===== src/rtl/dlfloat_div_seq_pkg.sv =====
// Shared DLFloat16 definitions: field widths, special encodings, operand
// classification and the divider state encoding.
package dlfloat_pkg;
  localparam int EXP_W = 6;
  localparam int MAN_W = 9;
  localparam int BIAS  = 31;
  localparam int QBITS = MAN_W + 3;

  localparam logic [15:0] DLF_NAN_INF = 16'hFFFF;
  localparam logic [15:0] DLF_ZERO    = 16'h0000;

  typedef struct packed {
    logic             sign;
    logic [EXP_W-1:0] exp;
    logic [MAN_W-1:0] man;
  } dlfloat_t;

  typedef enum logic [1:0] {IDLE, DIV, NORM, DONE} div_state_t;

  // Subnormals are flushed, so a zero exponent alone marks zero.
  function automatic logic is_zero(dlfloat_t x);
    return x.exp == '0;
  endfunction

  function automatic logic is_nan_inf(dlfloat_t x);
    return x.exp == '1;
  endfunction
endpackage


===== src/rtl/dlfloat_div_seq_if.sv =====
// Operand/result handshake bundle for the DLFloat16 divider.
interface dlfloat_div_seq_if;
  logic        in_valid, in_ready;
  logic [15:0] a, b;
  logic        out_valid, out_ready;
  logic [15:0] c;
  logic        dz, ovf, unf;

  modport master (output in_valid, a, b, out_ready,
                  input  in_ready, out_valid, c, dz, ovf, unf);
  modport slave  (input  in_valid, a, b, out_ready,
                  output in_ready, out_valid, c, dz, ovf, unf);
endinterface


===== src/rtl/dlfloat_div_seq_round_pack.sv =====
// Normalize a 2^0..2^-11 weighted quotient, round to nearest even and pack
// into DLFloat16 with overflow/underflow saturation.
module dlfloat_round_pack
  import dlfloat_pkg::*;
(
  input  logic [QBITS-1:0]  q,
  input  logic              rem_nz,
  input  logic              sign,
  input  logic signed [7:0] exp_tmp,
  output logic [15:0]       c,
  output logic              ovf,
  output logic              unf
);
  localparam logic signed [7:0] EXP_MAX = 8'sd63;

  logic [MAN_W-1:0]  man_pre;
  logic [MAN_W:0]    man_rnd;
  logic              guard, sticky, inc;
  logic signed [7:0] exp_n;
  dlfloat_t          res;

  always_comb begin
    if (q[QBITS-1]) begin
      man_pre = q[QBITS-2:2];
      guard   = q[1];
      sticky  = q[0] | rem_nz;
      exp_n   = exp_tmp;
    end else begin
      man_pre = q[QBITS-3:1];
      guard   = q[0];
      sticky  = rem_nz;
      exp_n   = exp_tmp - 8'sd1;
    end
    inc     = guard & (sticky | man_pre[0]);
    // Carry out of the mantissa leaves man_rnd[MAN_W-1:0] at zero already.
    man_rnd = {1'b0, man_pre} + {{MAN_W{1'b0}}, inc};
    if (man_rnd[MAN_W]) exp_n = exp_n + 8'sd1;

    res = '0;
    ovf = 1'b0;
    unf = 1'b0;
    if (exp_n >= EXP_MAX) begin
      c   = DLF_NAN_INF;
      ovf = 1'b1;
    end else if (exp_n <= 8'sd0) begin
      c   = DLF_ZERO;
      unf = 1'b1;
    end else begin
      res.sign = sign;
      res.exp  = exp_n[EXP_W-1:0];
      res.man  = man_rnd[MAN_W-1:0];
      c        = res;
    end
  end
endmodule


===== src/rtl/dlfloat_div_seq.sv =====
// Iterative DLFloat16 divider c = a / b: one restoring quotient bit per
// cycle, then a single normalize/round/pack cycle.
module dlfloat_div_seq
  import dlfloat_pkg::*;
(
  input logic          clk,
  input logic          rst_n,
  dlfloat_div_seq_if.slave bus
);
  div_state_t        state, state_nx;
  dlfloat_t          a_in, b_in;
  logic              sign_r;
  logic signed [7:0] exp_r;
  logic [MAN_W+1:0]  rem_r, rem_nx;
  logic [MAN_W:0]    div_r;
  logic [QBITS-1:0]  q_r;
  logic [3:0]        cnt_r;
  logic [15:0]       c_r, spec_c, rp_c;
  logic              dz_r, ovf_r, unf_r;
  logic              spec_case, spec_dz, q_bit, rp_ovf, rp_unf;

  assign a_in = bus.a;
  assign b_in = bus.b;

  always_comb begin
    spec_case = 1'b1;
    spec_c    = DLF_NAN_INF;
    spec_dz   = 1'b0;
    if (is_nan_inf(a_in) || is_nan_inf(b_in)) begin
      spec_c = DLF_NAN_INF;
    end else if (is_zero(b_in)) begin
      spec_dz = !is_zero(a_in);
    end else if (is_zero(a_in)) begin
      spec_c = DLF_ZERO;
    end else begin
      spec_case = 1'b0;
    end
  end

  // Remainder stays below 2*div, so the shifted-out top bit is always zero.
  assign q_bit  = rem_r >= {1'b0, div_r};
  assign rem_nx = q_bit ? rem_r - {1'b0, div_r} : rem_r;

  always_ff @(posedge clk or negedge rst_n) begin
    if (!rst_n) state <= IDLE;
    else        state <= state_nx;
  end

  always_comb begin
    state_nx      = state;
    bus.in_ready  = 1'b0;
    bus.out_valid = 1'b0;
    case (state)
      IDLE: begin
        bus.in_ready = 1'b1;
        if (bus.in_valid) state_nx = spec_case ? DONE : DIV;
      end
      DIV:  if (cnt_r == 4'(QBITS-1)) state_nx = NORM;
      NORM: state_nx = DONE;
      DONE: begin
        bus.out_valid = 1'b1;
        if (bus.out_ready) state_nx = IDLE;
      end
      default: state_nx = IDLE;
    endcase
  end

  always_ff @(posedge clk or negedge rst_n) begin
    if (!rst_n) begin
      sign_r <= 1'b0;
      exp_r  <= '0;
      rem_r  <= '0;
      div_r  <= '0;
      q_r    <= '0;
      cnt_r  <= '0;
      c_r    <= DLF_ZERO;
      dz_r   <= 1'b0;
      ovf_r  <= 1'b0;
      unf_r  <= 1'b0;
    end else begin
      case (state)
        IDLE: if (bus.in_valid) begin
          dz_r  <= 1'b0;
          ovf_r <= 1'b0;
          unf_r <= 1'b0;
          if (spec_case) begin
            c_r  <= spec_c;
            dz_r <= spec_dz;
          end else begin
            sign_r <= a_in.sign ^ b_in.sign;
            exp_r  <= {2'b00, a_in.exp} - {2'b00, b_in.exp} + 8'(BIAS);
            rem_r  <= {2'b01, a_in.man};
            div_r  <= {1'b1, b_in.man};
            q_r    <= '0;
            cnt_r  <= '0;
          end
        end
        DIV: begin
          rem_r <= rem_nx << 1;
          q_r   <= {q_r[QBITS-2:0], q_bit};
          cnt_r <= cnt_r + 4'd1;
        end
        NORM: begin
          c_r   <= rp_c;
          ovf_r <= rp_ovf;
          unf_r <= rp_unf;
        end
        default: ;
      endcase
    end
  end

  dlfloat_round_pack u_round_pack (
    .q       (q_r),
    .rem_nz  (|rem_r),
    .sign    (sign_r),
    .exp_tmp (exp_r),
    .c       (rp_c),
    .ovf     (rp_ovf),
    .unf     (rp_unf)
  );

  assign bus.c   = c_r;
  assign bus.dz  = dz_r;
  assign bus.ovf = ovf_r;
  assign bus.unf = unf_r;
endmodule


===== src/flat_wrapper.sv =====
// flat-port wrapper written by rule: the top's interface ports become plain ports
module dlfloat_div_seq_flat import dlfloat_pkg::*;
  (clk, rst_n, bus_in_valid, bus_a, bus_b, bus_out_ready, bus_in_ready, bus_out_valid, bus_c, bus_dz, bus_ovf, bus_unf);
  dlfloat_div_seq_if bus_i ();
  input logic clk;
  input logic rst_n;
  input wire logic [$bits(bus_i.in_valid)-1:0] bus_in_valid;
  input wire logic [$bits(bus_i.a)-1:0] bus_a;
  input wire logic [$bits(bus_i.b)-1:0] bus_b;
  input wire logic [$bits(bus_i.out_ready)-1:0] bus_out_ready;
  output wire logic [$bits(bus_i.in_ready)-1:0] bus_in_ready;
  output wire logic [$bits(bus_i.out_valid)-1:0] bus_out_valid;
  output wire logic [$bits(bus_i.c)-1:0] bus_c;
  output wire logic [$bits(bus_i.dz)-1:0] bus_dz;
  output wire logic [$bits(bus_i.ovf)-1:0] bus_ovf;
  output wire logic [$bits(bus_i.unf)-1:0] bus_unf;
  assign bus_i.in_valid = bus_in_valid;
  assign bus_i.a = bus_a;
  assign bus_i.b = bus_b;
  assign bus_i.out_ready = bus_out_ready;
  assign bus_in_ready = bus_i.in_ready;
  assign bus_out_valid = bus_i.out_valid;
  assign bus_c = bus_i.c;
  assign bus_dz = bus_i.dz;
  assign bus_ovf = bus_i.ovf;
  assign bus_unf = bus_i.unf;
  dlfloat_div_seq u_core (.clk(clk), .rst_n(rst_n), .bus(bus_i));
endmodule

===== config.mk =====
export PLATFORM = sky130hd
export DESIGN_NAME = dlfloat_div_seq_flat
export DESIGN_NICKNAME = d
export VERILOG_FILES = /design/src/rtl/dlfloat_div_seq_pkg.sv /design/src/rtl/dlfloat_div_seq_if.sv /design/src/rtl/dlfloat_div_seq_round_pack.sv /design/src/rtl/dlfloat_div_seq.sv /design/src/flat_wrapper.sv
export SDC_FILE = /design/constraint.sdc
export NUM_CORES = 1
export LEC_CHECK = 0
export BUFFER_PORTS_ARGS = -buffer_cell sky130_fd_sc_hd__buf_2
export CAP_MARGIN = 40
export CORE_MARGIN = 1
export CORE_UTILIZATION = 57
export DETAILED_ROUTE_END_ITERATION = 10
export GPL_TIMING_DRIVEN = 0
export PLACE_DENSITY = 0.82
export SLEW_MARGIN = 30
export SYNTH_ARGS = -nofsm -noshare
export SYNTH_HDL_FRONTEND = slang
export SYNTH_HIERARCHICAL = 1
export SYNTH_SLANG_ARGS = --single-unit

===== constraint.sdc =====
create_clock -name clk -period 8.93 [get_ports clk]
set_input_delay 0.893 -clock clk [delete_from_list [all_inputs] [get_ports clk]]
set_output_delay 0.893 -clock clk [all_outputs]
set_load 0.005 [all_outputs]

## Word level (Yosys, flattened, before mapping)

Cells that the tools add are included.

| word-level totals | value |
|---|---|
| output and inout port bits | 21 |
| register bits | 67 |
| logic and storage cells | 93 |
| input bits | 36 |

| cells by class | value |
|---|---|
| bitwise gates (word level) | 5 |
| equal/unequal tests | 11 |
| reduce and logical (&&, ||, !) cells | 14 |
| $lt $le $gt $ge | 3 |
| add/sub/neg operators | 7 |
| mux-type cells | 42 |

Operators by type and width:

| kind | number |
|---|---|
| $mux W16 | 7 |
| $pmux W16 S2 | 1 |
| $mux W12 | 2 |
| $pmux W12 S2 | 1 |
| $mux W11 | 2 |
| $pmux W11 S2 | 1 |
| $mux W8 | 2 |
| $mux W1 | 14 |
| $eq A6 B6 Y1 const B | 2 |
| $logic_not A6 Y1 | 2 |
| $reduce_and A3 Y1 | 4 |
| $ge A11 B10 Y1 | 1 |
| $reduce_or A11 Y1 | 1 |
| $add A9 B1 Y10 | 1 |
| $mux W10 | 1 |
| $sub A10 B10 Y10 | 1 |
| $mux W9 | 1 |
| $add A8 B2 Y8 const B | 1 |
| $add A8 B5 Y8 const B | 1 |
| $ge A8 B7 Y1 const B | 1 |
| $le A8 B1 Y1 const B | 1 |
| $mux W2 | 4 |
| $mux W4 | 2 |
| $pmux W2 S4 | 1 |
| 19 further kinds | 27 |

## Longest topological paths before layout

| depth | value |
|---|---|
| depth in word-level cells | 11 |
| gate-level depth with buffers | 15 |
| mapped depth without buffers | 12 |

## Hierarchy

Netlist, hierarchy kept.

By module, submodules not included:

| module | area each (µm²) | sequential area each (µm²) | times used | cells an instance |
|---|---|---|---|---|
| dlfloat_div_seq | 3,917.5 | 1,676.6 | 1 | 444 |
| dlfloat_round_pack | 1,094.8 | 0.0 | 1 | 152 |

## Least setup slack after synthesis

Ideal clock, no wire load.

| timing | value |
|---|---|
| path kind | flip-flop to flip-flop |
| start point | register u_core.q_r[11] |
| end point | register u_core.ovf_r, in the netlist u_core/bus.ovf |
| clock period less this slack | 3.173 ns |
| stages on the path, launching flop included | 15 |
| data arrival time | 3.040 ns |
| buffers on the path | 4 |
| library setup time | 0.132 ns |
| setup slack | 5.757 ns |
| required time | 8.798 ns |
| path through | dfrtp_1 > buf_6 > clkbuf_1 > clkbuf_1 > mux2i_1 > ha_1 > nand3_1 > or3_1 > nand2_1 > o211ai_1 > nand2_1 > buf_4 > nor2_1 > a32oi_1 > o21ai_0 |

| between the ends | value |
|---|---|
| longest elaborated chain between the ends | 8 |
| elaborated cells on any way between the ends | 12 |
| classes of those cells | 2 x add/sub; 1 x order compare; 7 x mux; 2 x bitwise |

Ends and longest elaborated chain:

| element | RTL line | text |
|---|---|---|
| start, declared | dlfloat_div_seq.sv:16 | `logic [QBITS-1:0] q_r;` |
| start signal, assigned | dlfloat_div_seq.sv:100 | `q_r <= {q_r[QBITS-2:0], q_bit};` |
| $mux W1 or $mux W9 (tied branches) | dlfloat_div_seq_round_pack.sv:23 | `if (q[QBITS-1]) begin` |
| $or A1 B1 Y1 | dlfloat_div_seq_round_pack.sv:34 | `inc = guard & (sticky \| man_pre[0]);` |
| $and A1 B1 Y1 | dlfloat_div_seq_round_pack.sv:34 |  |
| $add A9 B1 Y10 | dlfloat_div_seq_round_pack.sv:36 | `man_rnd = {1'b0, man_pre} + {{MAN_W{1'b0}}, inc};` |
| $mux W8 * | dlfloat_div_seq_round_pack.sv:37 | `if (man_rnd[MAN_W]) exp_n = exp_n + 8'sd1;` |
| $ge A8 B7 Y1 * | dlfloat_div_seq_round_pack.sv:42 | `if (exp_n >= EXP_MAX) begin` |
| $mux W1 * | dlfloat_div_seq_round_pack.sv:42 |  |
| net u_core.rp_ovf | dlfloat_div_seq.sv:20 | `logic spec_case, spec_dz, q_bit, rp_ovf, rp_unf;` |
| $pmux W1 S2 * | dlfloat_div_seq.sv:81 | `case (state)` |
| end signal, assigned | dlfloat_div_seq.sv:105 | `ovf_r <= rp_ovf;` |
| end, declared | dlfloat_div_seq.sv:19 | `logic dz_r, ovf_r, unf_r;` |

The timed path passes the listed nets; every way through them passes the cells marked *.
A chain may end at the register's enable or synchronous reset.

## Worst setup path in the final report

| timing | value |
|---|---|
| start point | register u_core.q_r[11] |
| end point | register u_core.c_r[3], in the netlist u_core/bus.c[3] |

| between the ends | value |
|---|---|
| longest elaborated chain between the ends | 9 |
| elaborated cells on any way between the ends | 14 |
| classes of those cells | 2 x add/sub; 2 x order compare; 8 x mux; 2 x bitwise |

Ends and longest elaborated chain:

| element | RTL line | text |
|---|---|---|
| $mux W1 or $mux W9 (tied branches) | dlfloat_div_seq_round_pack.sv:23 |  |
| $or A1 B1 Y1 | dlfloat_div_seq_round_pack.sv:34 |  |
| $and A1 B1 Y1 | dlfloat_div_seq_round_pack.sv:34 |  |
| $add A9 B1 Y10 | dlfloat_div_seq_round_pack.sv:36 |  |
| $mux W8 | dlfloat_div_seq_round_pack.sv:37 |  |
| $le A8 B1 Y1 | dlfloat_div_seq_round_pack.sv:45 | `end else if (exp_n <= 8'sd0) begin` |
| $mux W16 | dlfloat_div_seq_round_pack.sv:45 |  |
| $mux W16 * | dlfloat_div_seq_round_pack.sv:42 |  |
| net u_core.rp_c[3] | dlfloat_div_seq.sv:18 | `logic [15:0] c_r, spec_c, rp_c;` |
| $pmux W16 S2 * | dlfloat_div_seq.sv:81 |  |
| end signal, assigned | dlfloat_div_seq.sv:87 | `c_r <= spec_c;` |
| end signal, assigned | dlfloat_div_seq.sv:104 | `c_r <= rp_c;` |
| end, declared | dlfloat_div_seq.sv:18 |  |

Marked as above.

==> flow_summary.json <==
{
  "ff2ff_setup_slack_ns": 4.78,
  "worst_setup_hold_path_clk_slew_ns": 0.08,
  "internal_power_mw": 1.11,
  "drcViolationCount": 0,
  "tritoncts_num_sinks": 67,
  "seq_power_share_pct": 25.7,
  "yosys.area.top_type_share_pct": 33.4,
  "max-clock-path-buffers": 2,
  "synth_area_leaders": "sky130_fd_sc_hd__dfrtp_1 33%, sky130_fd_sc_hd__ha_1 6.2%, sky130_fd_sc_hd__nand2_1 6.2%",
  "criticalPathCategory": "reg2reg",
  "timing.critical_path.arrival_ns": 4.38,
  "layout_min_cycle_time_ns": 4.15,
  "rr_worst_depth": 14,
  "cts_bufs_inserted": 9,
  "clockPowerShare_pct": 13.5,
  "grt_first_pass_wirelength_mm": 20.7,
  "timing.critical_path.fanout_max": 10,
  "fmax_ghz": 0.241,
  "final_wtd_congestion": 0.912,
  "area_delta_synth_final_pct": 13.0,
  "combinationalPowerShare_pct": 60.8,
  "maxSlewViolCount": 0,
  "setup_crit_start_kind": "flop",
  "setup_viol_count_final": 0,
  "die_area_sq_mm": 0.00917,
  "postSynthCellCount": 596,
  "sequential_cell_area_sq_mm": 0.00168,
  "final_common_cell": "sky130_fd_sc_hd__nand2_1",
  "synth-warning-count": 6,
  "first_iter_violations": 269,
  "yosys_most_used_dff": "sky130_fd_sc_hd__dfrtp_1",
  "vdd_drop_max_uv": 202,
  "timing.final.hold_violations": 0,
  "detailroute.via_count": 4693,
  "outcome": "finished, final reports clean",
  "max-slew-margin-rel_pct": 45.4,
  "crit_required_ns": 9.16,
  "die_height_microns": 95.8,
  "synth_async_sr_flop_share_pct": 100,
  "detailed_place_hpwl_mm": 9.34,
  "die_w_microns": 95.8,
  "setup_buffers_after_cts": 0,
  "grt_overflow_total": 0,
  "postSynthRegisterBits": 67,
  "antenna_cells": 0,
  "cp-end-kind": "flop",
  "fin_hold_ws_ns": 0.446,
  "initial_utilization_pct": 59.8,
  "layout.cells.most_common_list": "83 x sky130_fd_sc_hd__nand2_1, 67 x sky130_fd_sc_hd__dfrtp_1, 64 x sky130_fd_sc_hd__buf_2",
  "holdBufCountCts": 0,
  "timing.max_cap.violations": 0,
  "switchingPower_mw": 0.974,
  "number_of_global_route_vias_before_repair": 4471,
  "hold_path.class": "in2async",
  "total_routed_length_mm": 12.4,
  "nets": 727,
  "powerDensity_mw_per_mm2": 368,
  "reg2reg_from": "u_core/q_r[11]",
  "vias_per_cell": 6.06,
  "grt_max_degree": 43,
  "top_level_i_o_count": 57,
  "grt_setup_unrepaired": "no",
  "tightestPinTransition_ns": 0.816,
  "number_of_antenna_violations_at_the_first_check_in_global_routing": 0,
  "leakage_power_of_the_design_nw": 2.48,
  "multi_input_comb_area_sq_mm": 0.00309,
  "clock-skew-final_ns": 0.0119,
  "mapped_area_sq_mm": 0.00501,
  "synth-edff-count": 0,
  "sequential_fraction_of_the_synthesis_area_pct": 33.4,
  "number_of_inserted_filler_cells_in_the_final_layout": 715,
  "avgRoutedWirePerCell_microns": 16.0,
  "clock_tree.root_cell": "sky130_fd_sc_hd__clkbuf_8",
  "synth_largest_area_cell": "sky130_fd_sc_hd__dfrtp_1",
  "design.core.area_sq_mm": 0.00838,
  "r2r-end": "u_core/bus.c[3]",
  "syn_nets": 659,
  "synth_area_per_cell_sq_um": 8.41,
  "synth_cell_type_count": 75,
  "port_buffer_cells": 56,
  "timing.setup.tns_ns": 0,
  "fp-row-count": 33,
  "number_of_nets_with_antenna_violations_after_routing": 0,
  "switching_power_as_a_share_of_total_power_pct": 46.8,
  "post-route-period-util_pct": 46.4,
  "detailedRoute.firstPassIterationCount": 5,
  "drive_above_1_share_pct": 16.3,
  "post_cts_resize_count": 0,
  "grtUsageTotal_pct": 29.2,
  "cts_tree": "yes",
  "cts_htree_levels": 3,
  "worst_skew_pair.late_latency_ns": 0.35
}
worst max path at each step:
stage	startpoint	end
after floorplan	u_core/q_r[11]	u_core/bus.ovf
after global placement	u_core/q_r[11]	u_core/bus.c[1]
after detailed placement	u_core/q_r[11]	u_core/bus.c[3]
after CTS	u_core/q_r[11]	u_core/bus.c[3]
after global routing	u_core/q_r[11]	u_core/bus.c[3]
final	u_core/q_r[11]	u_core/bus.c[3]
power by group through the flow:
stage          clock network (mW)  logic, mW  registers (mW)
2_1_floorplan                   0      0.943           0.517
3_3_place_gp                    0       1.19           0.531
3_5_place_dp                    0       1.24           0.538
4_1_cts                     0.285       1.25           0.533
5_1_grt                     0.303       1.40           0.551
6_report                    0.281       1.27           0.535
metrics by stage:
| step | setup WS (ns) | total power, mW | cell area [sq um] | std cells | util, % |
|---|---|---|---|---|---|
| after detailed placement | 5.04 | 1.78 | 5450 | 758 | 65.0 |
| after global routing | 4.54 | 2.26 | 5670 | 774 | 67.6 |
| after global placement | 5.22 | 1.72 | 5420 | 757 | 64.7 |
| after floorplan | 5.76 | 1.46 | 5010 | 596 | - |
| after CTS | 4.88 | 2.07 | 5670 | 774 | 67.6 |
| final | 4.78 | 2.08 | 5670 | 774 | 67.6 |
cells in the mapped netlist (all sizes together) (7+ instances only):
cell / count
a21oi: 54
buf: 13
clkbuf: 14
dfrtp: 67
ha: 25
inv: 29
mux2: 8
mux2i: 22
nand2: 83
nand2b: 7
nand3: 14
nor2: 37
nor2b: 9
nor3: 14
o21ai: 68
or3: 7
xnor2: 18
xor2: 14
cell families (layout without fill, tap and decap cells):
family / Yosys count / count (layout) / share of synthesized area, %
buffers and inverters: 56 / 129 / 4.94
multiplexers: 30 / 30 / 6.19
AND/OR/NAND/NOR: 211 / 211 / 21.5
adder cells (fa/ha/maj): 27 / 27 / 7.04
flip-flops: 67 / 67 / 33.4
XOR/XNOR: 32 / 32 / 5.59
AO/OA/AOI/OAI: 173 / 173 / 21.3
per-layer routing:
layer  share of wire [%]  global-route usage, %  vias to the layer above  routed length (microns)
met5                   0                      0                        -                        0
met4                 2.5                   11.8                        0                      313
met3                 4.7                   4.66                       29                      587
met2                  48                   47.7                      143                     5920
met1                  45                   38.8                     2257                     5580
li1                    -                      -                     2264                        -
final cells by class:
| cell class | count | area share (%) |
|---|---|---|
| multi-input cells | 473 | 54.5 |
| plain buffers | 27 | 2.45 |
| inverters | 29 | 1.92 |
| flip-flops and latches | 67 | 29.6 |
| well taps | 105 | 2.32 |
| clock buffers | 12 | 2.56 |
| repair buffers | 57 | 5.34 |
| clock inverters | 4 | 1.30 |
worst max-delay path, stage by stage, from the launching register on:
cell	delay, ns
sky130_fd_sc_hd__dfrtp_1	0.40
sky130_fd_sc_hd__buf_6	0.17
sky130_fd_sc_hd__clkbuf_1	0.46
sky130_fd_sc_hd__clkbuf_1	0.50
sky130_fd_sc_hd__mux2i_1	0.35
sky130_fd_sc_hd__ha_1	0.19
sky130_fd_sc_hd__nand3_1	0.15
sky130_fd_sc_hd__or3_1	0.42
sky130_fd_sc_hd__xnor2_1	0.17
sky130_fd_sc_hd__a21oi_1	0.29
sky130_fd_sc_hd__buf_2	0.27
sky130_fd_sc_hd__o21ai_1	0.11
sky130_fd_sc_hd__a21oi_1	0.15
sky130_fd_sc_hd__a21oi_1	0.08
sky130_fd_sc_hd__o21ai_0	0.30
registers in the layout (all words and copies together), names as in the netlist:
name and flops:
u_core/exp_r 8, u_core/q_r 12, u_core/bus.c 16, u_core/bus.dz 1, u_core/state 2, u_core/div_r 10
u_core/rem_r 11, u_core/bus.ovf 1, u_core/bus.unf 1, u_core/cnt_r 4, u_core/sign_r 1
No activity file was read; power rests on OpenSTA's default activity.
